## src/rtl/seq_alu_pkg.sv

```systemverilog
`default_nettype none
// ============================================================================
// Module      : seq_alu_pkg
// Description : Shared definitions for the sequential ALU: operation
//               encodings, FSM state encoding and the legal WIDTH range.
// Revision    : 1.0 - initial release
// ============================================================================
package seq_alu_pkg;

    // Legal operand/result width range
    localparam int c_width_min = 8;
    localparam int c_width_max = 64;

    // Operation encodings carried on alu_op
    typedef logic [3:0] alu_op_t;

    localparam alu_op_t c_op_add   = 4'd0;
    localparam alu_op_t c_op_sub   = 4'd1;
    localparam alu_op_t c_op_and   = 4'd2;
    localparam alu_op_t c_op_orr   = 4'd3;
    localparam alu_op_t c_op_not   = 4'd4;
    localparam alu_op_t c_op_tcp   = 4'd5;
    localparam alu_op_t c_op_shl   = 4'd6;
    localparam alu_op_t c_op_shr   = 4'd7;
    localparam alu_op_t c_op_passa = 4'd8;
    localparam alu_op_t c_op_passb = 4'd9;
    localparam alu_op_t c_op_bne   = 4'd10;
    localparam alu_op_t c_op_beq   = 4'd11;
    localparam alu_op_t c_op_bgz   = 4'd12;
    localparam alu_op_t c_op_blz   = 4'd13;
    localparam alu_op_t c_op_mul   = 4'd14;
    // 4'd15 is unassigned and completes as an undefined op

    // Control FSM state encoding
    typedef logic [1:0] state_t;

    localparam state_t c_st_idle = 2'd0;
    localparam state_t c_st_mul  = 2'd1;
    localparam state_t c_st_done = 2'd2;

endpackage
`default_nettype wire

```

## src/rtl/seq_alu_mul.sv

```systemverilog
`default_nettype none
// ============================================================================
// Module      : seq_alu_mul
// Description : Iterative unsigned shift-add multiplier. One partial product
//               is accumulated per clock; the WIDTH-th step is presented
//               combinationally together with o_done so the caller can
//               register the result on exactly the WIDTH-th edge after start.
// Ports       : clk        - clock
//               rst        - synchronous active-high reset (aborts operation)
//               i_start    - latch operands and begin a multiply
//               i_a, i_b   - unsigned operands
//               o_done     - final step is being presented this cycle
//               o_product  - low WIDTH bits of the product (valid with o_done)
//               o_high_nz  - high WIDTH bits of the product are non-zero
// Revision    : 1.0 - initial release
// ============================================================================
module seq_alu_mul #(
    parameter int WIDTH = 16
) (
    input  logic             clk,
    input  logic             rst,
    input  logic             i_start,
    input  logic [WIDTH-1:0] i_a,
    input  logic [WIDTH-1:0] i_b,
    output logic             o_done,
    output logic [WIDTH-1:0] o_product,
    output logic             o_high_nz
);

    localparam int                 c_cnt_w = $clog2(WIDTH);
    localparam logic [c_cnt_w-1:0] c_last  = c_cnt_w'(WIDTH - 1);

    logic [2*WIDTH-1:0] r_mcand;
    logic [WIDTH-1:0]   r_mplier;
    logic [2*WIDTH-1:0] r_acc;
    logic [c_cnt_w-1:0] r_cnt;
    logic               r_busy;

    logic [2*WIDTH-1:0] w_step;
    logic [2*WIDTH-1:0] w_acc_nxt;

    assign w_step    = r_mplier[0] ? r_mcand : '0;
    assign w_acc_nxt = r_acc + w_step;

    // r_cnt counts completed steps; the step with r_cnt == WIDTH-1 is the last
    assign o_done    = r_busy && (r_cnt == c_last);
    assign o_product = w_acc_nxt[WIDTH-1:0];
    assign o_high_nz = |w_acc_nxt[2*WIDTH-1:WIDTH];

    always_ff @(posedge clk) begin
        if (rst) begin
            r_mcand  <= '0;
            r_mplier <= '0;
            r_acc    <= '0;
            r_cnt    <= '0;
            r_busy   <= 1'b0;
        end else if (i_start) begin
            r_mcand  <= {{WIDTH{1'b0}}, i_a};
            r_mplier <= i_b;
            r_acc    <= '0;
            r_cnt    <= '0;
            r_busy   <= 1'b1;
        end else if (r_busy) begin
            r_acc    <= w_acc_nxt;
            r_mcand  <= r_mcand << 1;
            r_mplier <= r_mplier >> 1;
            r_cnt    <= r_cnt + 1'b1;
            if (o_done) begin
                r_busy <= 1'b0;
            end
        end
    end

endmodule
`default_nettype wire

```

## src/rtl/seq_alu.sv

```systemverilog
`default_nettype none
// ============================================================================
// Module      : seq_alu
// Description : Sequential ALU with a valid/ready request port and a
//               valid/ready result port. Single-cycle ops complete on the
//               accepting edge; MUL runs an iterative multiplier for WIDTH
//               cycles. The result is held until the consumer takes it.
// Ports       : clk          - clock, rising edge
//               reset_n      - synchronous active-low reset
//               in_valid     - request valid
//               in_ready     - ready to accept a request (IDLE, not in reset)
//               alu_op       - operation select (seq_alu_pkg encodings)
//               alu_input_1  - operand A
//               alu_input_2  - operand B
//               out_valid    - result fields valid
//               out_ready    - consumer accepts result
//               alu_output   - result word
//               bcond        - branch condition
//               overflow     - signed ADD/SUB overflow or MUL high-half set
// Revision    : 1.0 - initial release
// ============================================================================
module seq_alu
    import seq_alu_pkg::*;
#(
    parameter int WIDTH  = 16,
    parameter int MUL_EN = 1
) (
    input  logic             clk,
    input  logic             reset_n,
    input  logic             in_valid,
    output logic             in_ready,
    input  logic [3:0]       alu_op,
    input  logic [WIDTH-1:0] alu_input_1,
    input  logic [WIDTH-1:0] alu_input_2,
    output logic             out_valid,
    input  logic             out_ready,
    output logic [WIDTH-1:0] alu_output,
    output logic             bcond,
    output logic             overflow
);

    localparam bit c_mul_on = (MUL_EN != 0);

    state_t           r_state;
    state_t           w_state_nxt;
    logic [WIDTH-1:0] r_result;
    logic             r_bcond;
    logic             r_ovf;

    logic             w_accept;
    logic             w_is_mul;
    logic [WIDTH-1:0] w_sum;
    logic [WIDTH-1:0] w_diff;
    logic [WIDTH-1:0] w_res;
    logic             w_bc;
    logic             w_ov;

    logic             w_mul_start;
    logic             w_mul_done;
    logic [WIDTH-1:0] w_mul_prod;
    logic             w_mul_high_nz;

    // in_ready is gated by reset_n so nothing is accepted while held in reset
    assign in_ready    = reset_n && (r_state == c_st_idle);
    assign w_accept    = in_valid && in_ready;
    assign w_is_mul    = c_mul_on && (alu_op == c_op_mul);
    assign w_mul_start = w_accept && w_is_mul;

    assign out_valid   = (r_state == c_st_done);
    assign alu_output  = r_result;
    assign bcond       = r_bcond;
    assign overflow    = r_ovf;

    // Single-cycle datapath evaluated on the live inputs; registered on accept
    assign w_sum  = alu_input_1 + alu_input_2;
    assign w_diff = alu_input_1 - alu_input_2;

    always_comb begin
        w_res = '0;
        w_bc  = 1'b0;
        w_ov  = 1'b0;
        case (alu_op)
            c_op_add: begin
                w_res = w_sum;
                w_ov  = (alu_input_1[WIDTH-1] == alu_input_2[WIDTH-1]) &&
                        (w_sum[WIDTH-1] != alu_input_1[WIDTH-1]);
            end
            c_op_sub: begin
                w_res = w_diff;
                w_ov  = (alu_input_1[WIDTH-1] != alu_input_2[WIDTH-1]) &&
                        (w_diff[WIDTH-1] != alu_input_1[WIDTH-1]);
            end
            c_op_and:   w_res = alu_input_1 & alu_input_2;
            c_op_orr:   w_res = alu_input_1 | alu_input_2;
            c_op_not:   w_res = ~alu_input_1;
            // Negating the most negative value wraps back to itself
            c_op_tcp:   w_res = -alu_input_1;
            c_op_shl:   w_res = {alu_input_1[WIDTH-2:0], 1'b0};
            c_op_shr:   w_res = {alu_input_1[WIDTH-1], alu_input_1[WIDTH-1:1]};
            c_op_passa: w_res = alu_input_1;
            c_op_passb: w_res = alu_input_2;
            c_op_bne:   w_bc  = (alu_input_1 != alu_input_2);
            c_op_beq:   w_bc  = (alu_input_1 == alu_input_2);
            c_op_bgz:   w_bc  = !alu_input_1[WIDTH-1] && (|alu_input_1);
            c_op_blz:   w_bc  = alu_input_1[WIDTH-1];
            // MUL (when disabled) and unassigned codes complete as all-zero
            default: ;
        endcase
    end

    generate
        if (c_mul_on) begin : g_mul
            seq_alu_mul #(
                .WIDTH(WIDTH)
            ) u_mul (
                .clk      (clk),
                .rst      (!reset_n),
                .i_start  (w_mul_start),
                .i_a      (alu_input_1),
                .i_b      (alu_input_2),
                .o_done   (w_mul_done),
                .o_product(w_mul_prod),
                .o_high_nz(w_mul_high_nz)
            );
        end else begin : g_no_mul
            assign w_mul_done    = 1'b0;
            assign w_mul_prod    = '0;
            assign w_mul_high_nz = 1'b0;
        end
    endgenerate

    always_comb begin
        w_state_nxt = r_state;
        case (r_state)
            c_st_idle: begin
                if (w_accept) begin
                    w_state_nxt = w_is_mul ? c_st_mul : c_st_done;
                end
            end
            c_st_mul: begin
                if (w_mul_done) begin
                    w_state_nxt = c_st_done;
                end
            end
            c_st_done: begin
                if (out_ready) begin
                    w_state_nxt = c_st_idle;
                end
            end
            default: w_state_nxt = c_st_idle;
        endcase
    end

    always_ff @(posedge clk) begin
        if (!reset_n) begin
            r_state  <= c_st_idle;
            r_result <= '0;
            r_bcond  <= 1'b0;
            r_ovf    <= 1'b0;
        end else begin
            r_state <= w_state_nxt;
            if (w_accept && !w_is_mul) begin
                r_result <= w_res;
                r_bcond  <= w_bc;
                r_ovf    <= w_ov;
            end else if ((r_state == c_st_mul) && w_mul_done) begin
                r_result <= w_mul_prod;
                r_bcond  <= 1'b0;
                r_ovf    <= w_mul_high_nz;
            end
        end
    end

endmodule
`default_nettype wire

```

## config.mk

```make
export PLATFORM = sky130hd
export DESIGN_NAME = seq_alu
export DESIGN_NICKNAME = d
export VERILOG_FILES = /design/src/rtl/seq_alu_pkg.sv /design/src/rtl/seq_alu_mul.sv /design/src/rtl/seq_alu.sv
export SDC_FILE = /design/constraint.sdc
export NUM_CORES = 1
export LEC_CHECK = 0
export ABC_CLOCK_PERIOD_IN_PS = 8100
export CORE_MARGIN = 3
export CORE_UTILIZATION = 30
export DETAILED_ROUTE_END_ITERATION = 6
export GPL_ROUTABILITY_DRIVEN = 0
export PLACE_DENSITY = 0.49
export SLEW_MARGIN = 10
export SYNTH_ARGS = -nofsm -noshare
export SYNTH_HDL_FRONTEND = slang
export SYNTH_SLANG_ARGS = --single-unit
```

## constraint.sdc

```tcl
create_clock -name clk -period 8.1 [get_ports clk]
set_input_delay 1.62 -clock clk [delete_from_list [all_inputs] [get_ports clk]]
set_output_delay 1.62 -clock clk [all_outputs]
set_load 0.02 [all_outputs]
```

==> out/qor.csv, run 1 <==
metric,value,unit
status,completed,
CTS max path bufs,2,
Synth top cells by count,"114 x nor2_1, 106 x nand2_1, 105 x dfxtp_1, 91 x a21oi_1, 82 x o21ai_0",
"setup slack, reg-to-reg",4180,ps
CP Data Arrival Time,5010,ps
Die Y,178,um
static leakage,4.36,nW
CP Capture Type,flip-flop,
wire length per cell,19.0,um
PortBufs,59,
via count,8300,
final cell count without fillers,1541,
WHS Path Cells,2,
RSZ-0062 raised after global routing,no,
fmax,0.212,GHz
Critical Path Start,alu_input_1[1],
Core ar.,28900,um2
WS Path Type,in -> reg,
Site Rows,62,
CP peak stage delay,740,ps
max cap viols,0,
sequential power share,41.3,%
Critical Path RT,8390,ps
r2r startpoint,g_mul.u_mul.r_mplier[0],
switching share of power,32.0,%
DP HPWL,21600,um
Power Total,1.29,mW
dpl ws,3070,ps
post-layout instance area,10100,um2
Gate Count Post-Synth,1142,
Area Overhead vs Synth,13.7,%
post-CTS sizing,0,
first-pass iteration count of the detailed router,5,
Starting Density,30.7,%
fillers,3085,
internal power,875,uW
crit share post-route,58.3,%
worst slew pin tran,1070,ps
Netlist Area Pre-Place,8880,um2
vias in the first global route,8110,
worst-skew pair later-pin latency,370,ps
WHS Endpoint,g_mul.u_mul.r_acc[19],
Slew HR,28.3,%
remaining antenna violation count,0,
Post-synth EDFFs,0,
worst-path fanout max,10,
warnings from Yosys,0,
final core occ,34.9,%
"Clk pin slew, worst setup/hold paths",80,ps
Root Driver,clkbuf_16,
final net count,1276,
Fin Hold WS,492,ps
min-delay src,g_mul.u_mul.r_acc[19],
P_sw,413,uW
Die Footprint,31700,um2
Reg-to-Reg End,overflow,
Max H-tree Level,3,
# DRC,0,
clock share of power,38.0,%
worst path cell trace,clkdlybuf4s50_1 > inv_1 > ha_1 > o21bai_1 > a21oi_1 > o21ai_0 > nand2_1 > o211ai_1 > a21oi_1 > mux2_2 > o221ai_1 > xnor2_1 > a31oi_1 > nor2_1,
Post-synth top flop,dfxtp_1,
final WL,29300,um
placed cell area,9770,um2
DIE WIDTH,178,um
first-pass GRT wire length,46500,um
cell taking the most area after synthesis,dfxtp_1,
synthesis-stage register bit count,105,
initial antenna violation count,0,
drt initial violations,685,
register area share after synthesis,23.7,%
CTS tree,yes,
Reg2Reg Depth,14,
clock skew,17.0,ps
Via-to-Cell Ratio,5.39,
number of CTS-inserted buffers,9,
number of setup violations in the final report,0,
Final min period,4720,ps
slowest CP cell,clkdlybuf4s50_1,
layout cell share with drive strength beyond 1,4.67,%
top-area cell type share of the netlist area,23.7,%
ranking of synthesized cells by area,"dfxtp_1 24%, ha_1 11%, mux2i_1 8.9%, a21oi_1 5.1%, nor2_1 4.8%",
I/O Pins,60,
top-count cell post-synth,nor2_1,
Sink Count,105,
Final TNS setup,0,ps
Syn Nets,1266,
Logic pwr share,20.7,%
placed insts,1525,
Post-CTS Setup Bufs,0,
Peak VDD IR,0.0941,mV
Mean Syn Cell Area,7.78,um2
hold-fix buffers at CTS,0,
Final Hold Vio Count,0,
worst hold path type,reg -> reg,
total gr overflow,0,
Critical Path Start Type,primary input,
async set-reset flop share out of synthesis,0,%
PD cells,128,nW/um2
Most Frequent Cell on Critical Path,a21oi_1,
Yosys cell types,72,
largest net degree at the start of global routing,64,
fin. max-slew vios,0,
All-Layer GR Usage,18.8,%
worst setup margin,3380,ps
diodes inserted,0,
layer usage:
layer | up-vias | share of wire, % | GRT usage, %
li1 | 4102 | - | -
met1 | 3923 | 48 | 26.7
met2 | 229 | 44 | 29.1
met3 | 46 | 5.5 | 3.13
met4 | 0 | 2.5 | 5.30
met5 | - | 0 | 0
final cells by class:
type                    count  area (um2)  area share, %
repair buffers             69         661           6.54
clock inverters             7        96.3          0.954
flip-flops and latches    105        2110           20.9
clock buffers               9         225           2.23
well taps                 384         480           4.76
multi-input cells         911        6320           62.6
inverters                  56         210           2.08
critical path: cells and delay by family:
family | cells | cell delay [ps]
AO/OA/AOI/OAI | 7 | 1390
buffers and inverters | 2 | 890
adder cells (fa/ha/maj) | 1 | 370
AND/OR/NAND/NOR | 2 | 300
multiplexers | 1 | 290
XOR/XNOR | 1 | 140
cell families after synthesis:
family / count (synthesis) / share of synthesized area (%)
simple gates: 353 / 18.5
compound gates: 343 / 26.3
mux: 80 / 9.03
flops: 105 / 23.7
buf+inv: 126 / 5.41
fa+ha+maj: 84 / 12.1
xor+xnor: 51 / 5.03
registers in the layout (all words and copies together), names as in the netlist:
name,cells
g_mul.u_mul.r_cnt,4
r_state,2
g_mul.u_mul.r_mcand,32
overflow,1
g_mul.u_mul.r_acc,32
g_mul.u_mul.r_mplier,16
alu_output,16
g_mul.u_mul.r_busy,1
bcond,1
placed cells by master, fill, tap and decap left out, types with 18 or more instances in the layout:
master and instances:
nor2_1 114, and2_1 37, dfxtp_1 104, a21oi_1 91, nand2_1 105, mux2i_1 79, clkdlybuf4s50_1 58, xnor2_1 33
ha_1 81, inv_1 56, o21ai_0 82, xor2_1 18, o211a_1 32, nand3_1 18
how the worst max path moves through the flow:
stage,depth (start not counted),to
6_report,14,alu_output[15]
3_3_place_gp,16,alu_output[14]
3_5_place_dp,14,alu_output[15]
5_1_grt,14,overflow
2_1_floorplan,14,overflow
4_1_cts,14,alu_output[15]
power groups by stage:
stage               Clock, mW  Combinational (mW)  Sequential (mW)
floorplan                   0               0.158            0.547
global placement            0               0.264            0.544
global route            0.519               0.292            0.533
finish                  0.489               0.266            0.532
CTS                     0.506               0.264            0.532
detailed placement          0               0.262            0.544
No activity file was read; power rests on OpenSTA's default activity.
==> inputs of run 2 (changes only) <==
- ABC_CLOCK_PERIOD_IN_PS: 8100 -> 4100
- PLACE_DENSITY: 0.49 -> 0.51
- clock period: 8.1 -> 4.1 ns (I/O delays scaled with it)
==> out/qor.csv, run 2 (synthesis results as in run 1) <==
metric,value,unit
switching share of power,31.5,%
Post-CTS Setup Bufs,0,
RSZ-0062 raised after global routing,no,
initial antenna violation count,0,
Site Rows,62,
DP HPWL,21900,um
PortBufs,59,
Slew HR,47.6,%
Starting Density,30.7,%
Via-to-Cell Ratio,5.28,
post-CTS sizing,0,
CTS tree,yes,
worst hold path type,reg -> reg,
Die Y,178,um
Die Footprint,31700,um2
WS Path Type,reg -> reg,
internal power,1.75,mW
# DRC,0,
final core occ,36.1,%
number of CTS-inserted buffers,9,
layout cell share with drive strength beyond 1,8.30,%
fin. max-slew vios,0,
clock share of power,36.7,%
Sink Count,105,
hold-fix buffers at CTS,0,
max cap viols,0,
Final min period,3790,ps
first-pass iteration count of the detailed router,5,
PD cells,245,nW/um2
first-pass GRT wire length,45500,um
CP Capture Type,flip-flop,
Area Overhead vs Synth,17.5,%
static leakage,4.59,nW
sequential power share,41.1,%
Max H-tree Level,3,
final net count,1325,
worst-path fanout max,4,
largest net degree at the start of global routing,64,
Logic pwr share,22.2,%
via count,8398,
CP Data Arrival Time,4020,ps
number of setup violations in the final report,0,
Critical Path Start Type,flip-flop,
clock skew,16.6,ps
vias in the first global route,8084,
fmax,0.264,GHz
worst-skew pair later-pin latency,370,ps
"commonest non-fill, non-tap cell in the layout",nor2_1,
crit share post-route,92.5,%
Root Driver,clkbuf_16,
Final Hold Vio Count,0,
worst slew pin tran,785,ps
Critical Path RT,4330,ps
biggest regs,"g_mul.u_mul.r_acc: 32 flops, g_mul.u_mul.r_mcand: 32 flops",
status,completed,
wire length per cell,18.1,um
DIE WIDTH,178,um
Peak VDD IR,0.215,mV
total gr overflow,0,
CTS max path bufs,2,
Core ar.,28900,um2
All-Layer GR Usage,18.2,%
final WL,28700,um
P_sw,805,uW
I/O Pins,60,
"Clk pin slew, worst setup/hold paths",80,ps
highest-count cells in the layout ignoring fill and taps,"114 x nor2_1, 105 x nand2_1, 104 x dfxtp_1",
remaining antenna violation count,0,
drt initial violations,557,
Final TNS setup,0,ps
[run 2: power groups by stage]
stage	sequential (mW)	clock (mW)	combinational (mW)
floorplan	1.08	0	0.311
global placement	1.07	0	0.560
detailed placement	1.07	0	0.559
CTS	1.05	0.974	0.561
global route	1.05	1.01	0.616
finish	1.05	0.938	0.566
[run 2: worst paths after layout]
| check | startpoint | end | slack, ps | cells after the start |
|---|---|---|---|---|
| setup / recovery | g_mul.u_mul.r_mcand[0] | overflow | 310 | 14 |
| hold reg to reg | g_mul.u_mul.r_mcand[31] | g_mul.u_mul.r_mcand[31] | 500 | 2 |
| setup reg to reg | g_mul.u_mul.r_mcand[0] | overflow | 310 | 14 |
| hold / removal | g_mul.u_mul.r_mcand[31] | g_mul.u_mul.r_mcand[31] | 500 | 2 |
[run 2: layout make-up]
class                           instances  area, um2
Sequential cell                       105       2110
Timing Repair Buffer                  118       1030
Fill cell                            3062      18500
Antenna cell                            1       2.50
Inverter                               56        210
Clock buffer                            9        225
Tap cell                              384        480
Clock inverter                          6       73.8
Multi-Input combinational cell        911       6310
[run 2: metal layers]
| layer | vias to the layer above | routed length, um | GRT usage [%] |
|---|---|---|---|
| met1 | 3942 | 14000 | 26.2 |
| met3 | 28 | 1550 | 2.79 |
| li1 | 4205 | - | - |
| met5 | - | 0 | 0 |
| met2 | 223 | 12800 | 28.9 |
| met4 | 0 | 399 | 3.83 |
[run 2: critical path, stage by stage, from the launching register on]
cell	delay [ps]
dfxtp_1	340
and2_1	160
ha_1	220
fa_1	440
a211oi_2	280
o21ai_1	130
a21oi_2	290
o31ai_4	130
a311o_4	440
a31oi_4	230
xnor2_1	100
or3_1	390
nor3_1	150
and4bb_1	260
o22ai_1	100
[run 2: metrics by stage]
step / setup slack (ps) / cell area (um2) / cells / hold slack [ps] / total power, mW
after detailed placement: 41.7 / 10100 / 1574 / 485 / 1.63
after global placement: 78.7 / 10100 / 1574 / 478 / 1.63
final: 308 / 10400 / 1590 / 502 / 2.55
after floorplan: 661 / 8880 / 1142 / 461 / 1.39
after global routing: 49.7 / 10400 / 1589 / 519 / 2.68
after CTS: 271 / 10400 / 1589 / 504 / 2.58
==> inputs of run 3 (changes only) <==
- ABC_CLOCK_PERIOD_IN_PS: 4100 -> not set
==> results of run 3 <==
Same layout as run 2: the final DEF is identical, and so are final timing and power.
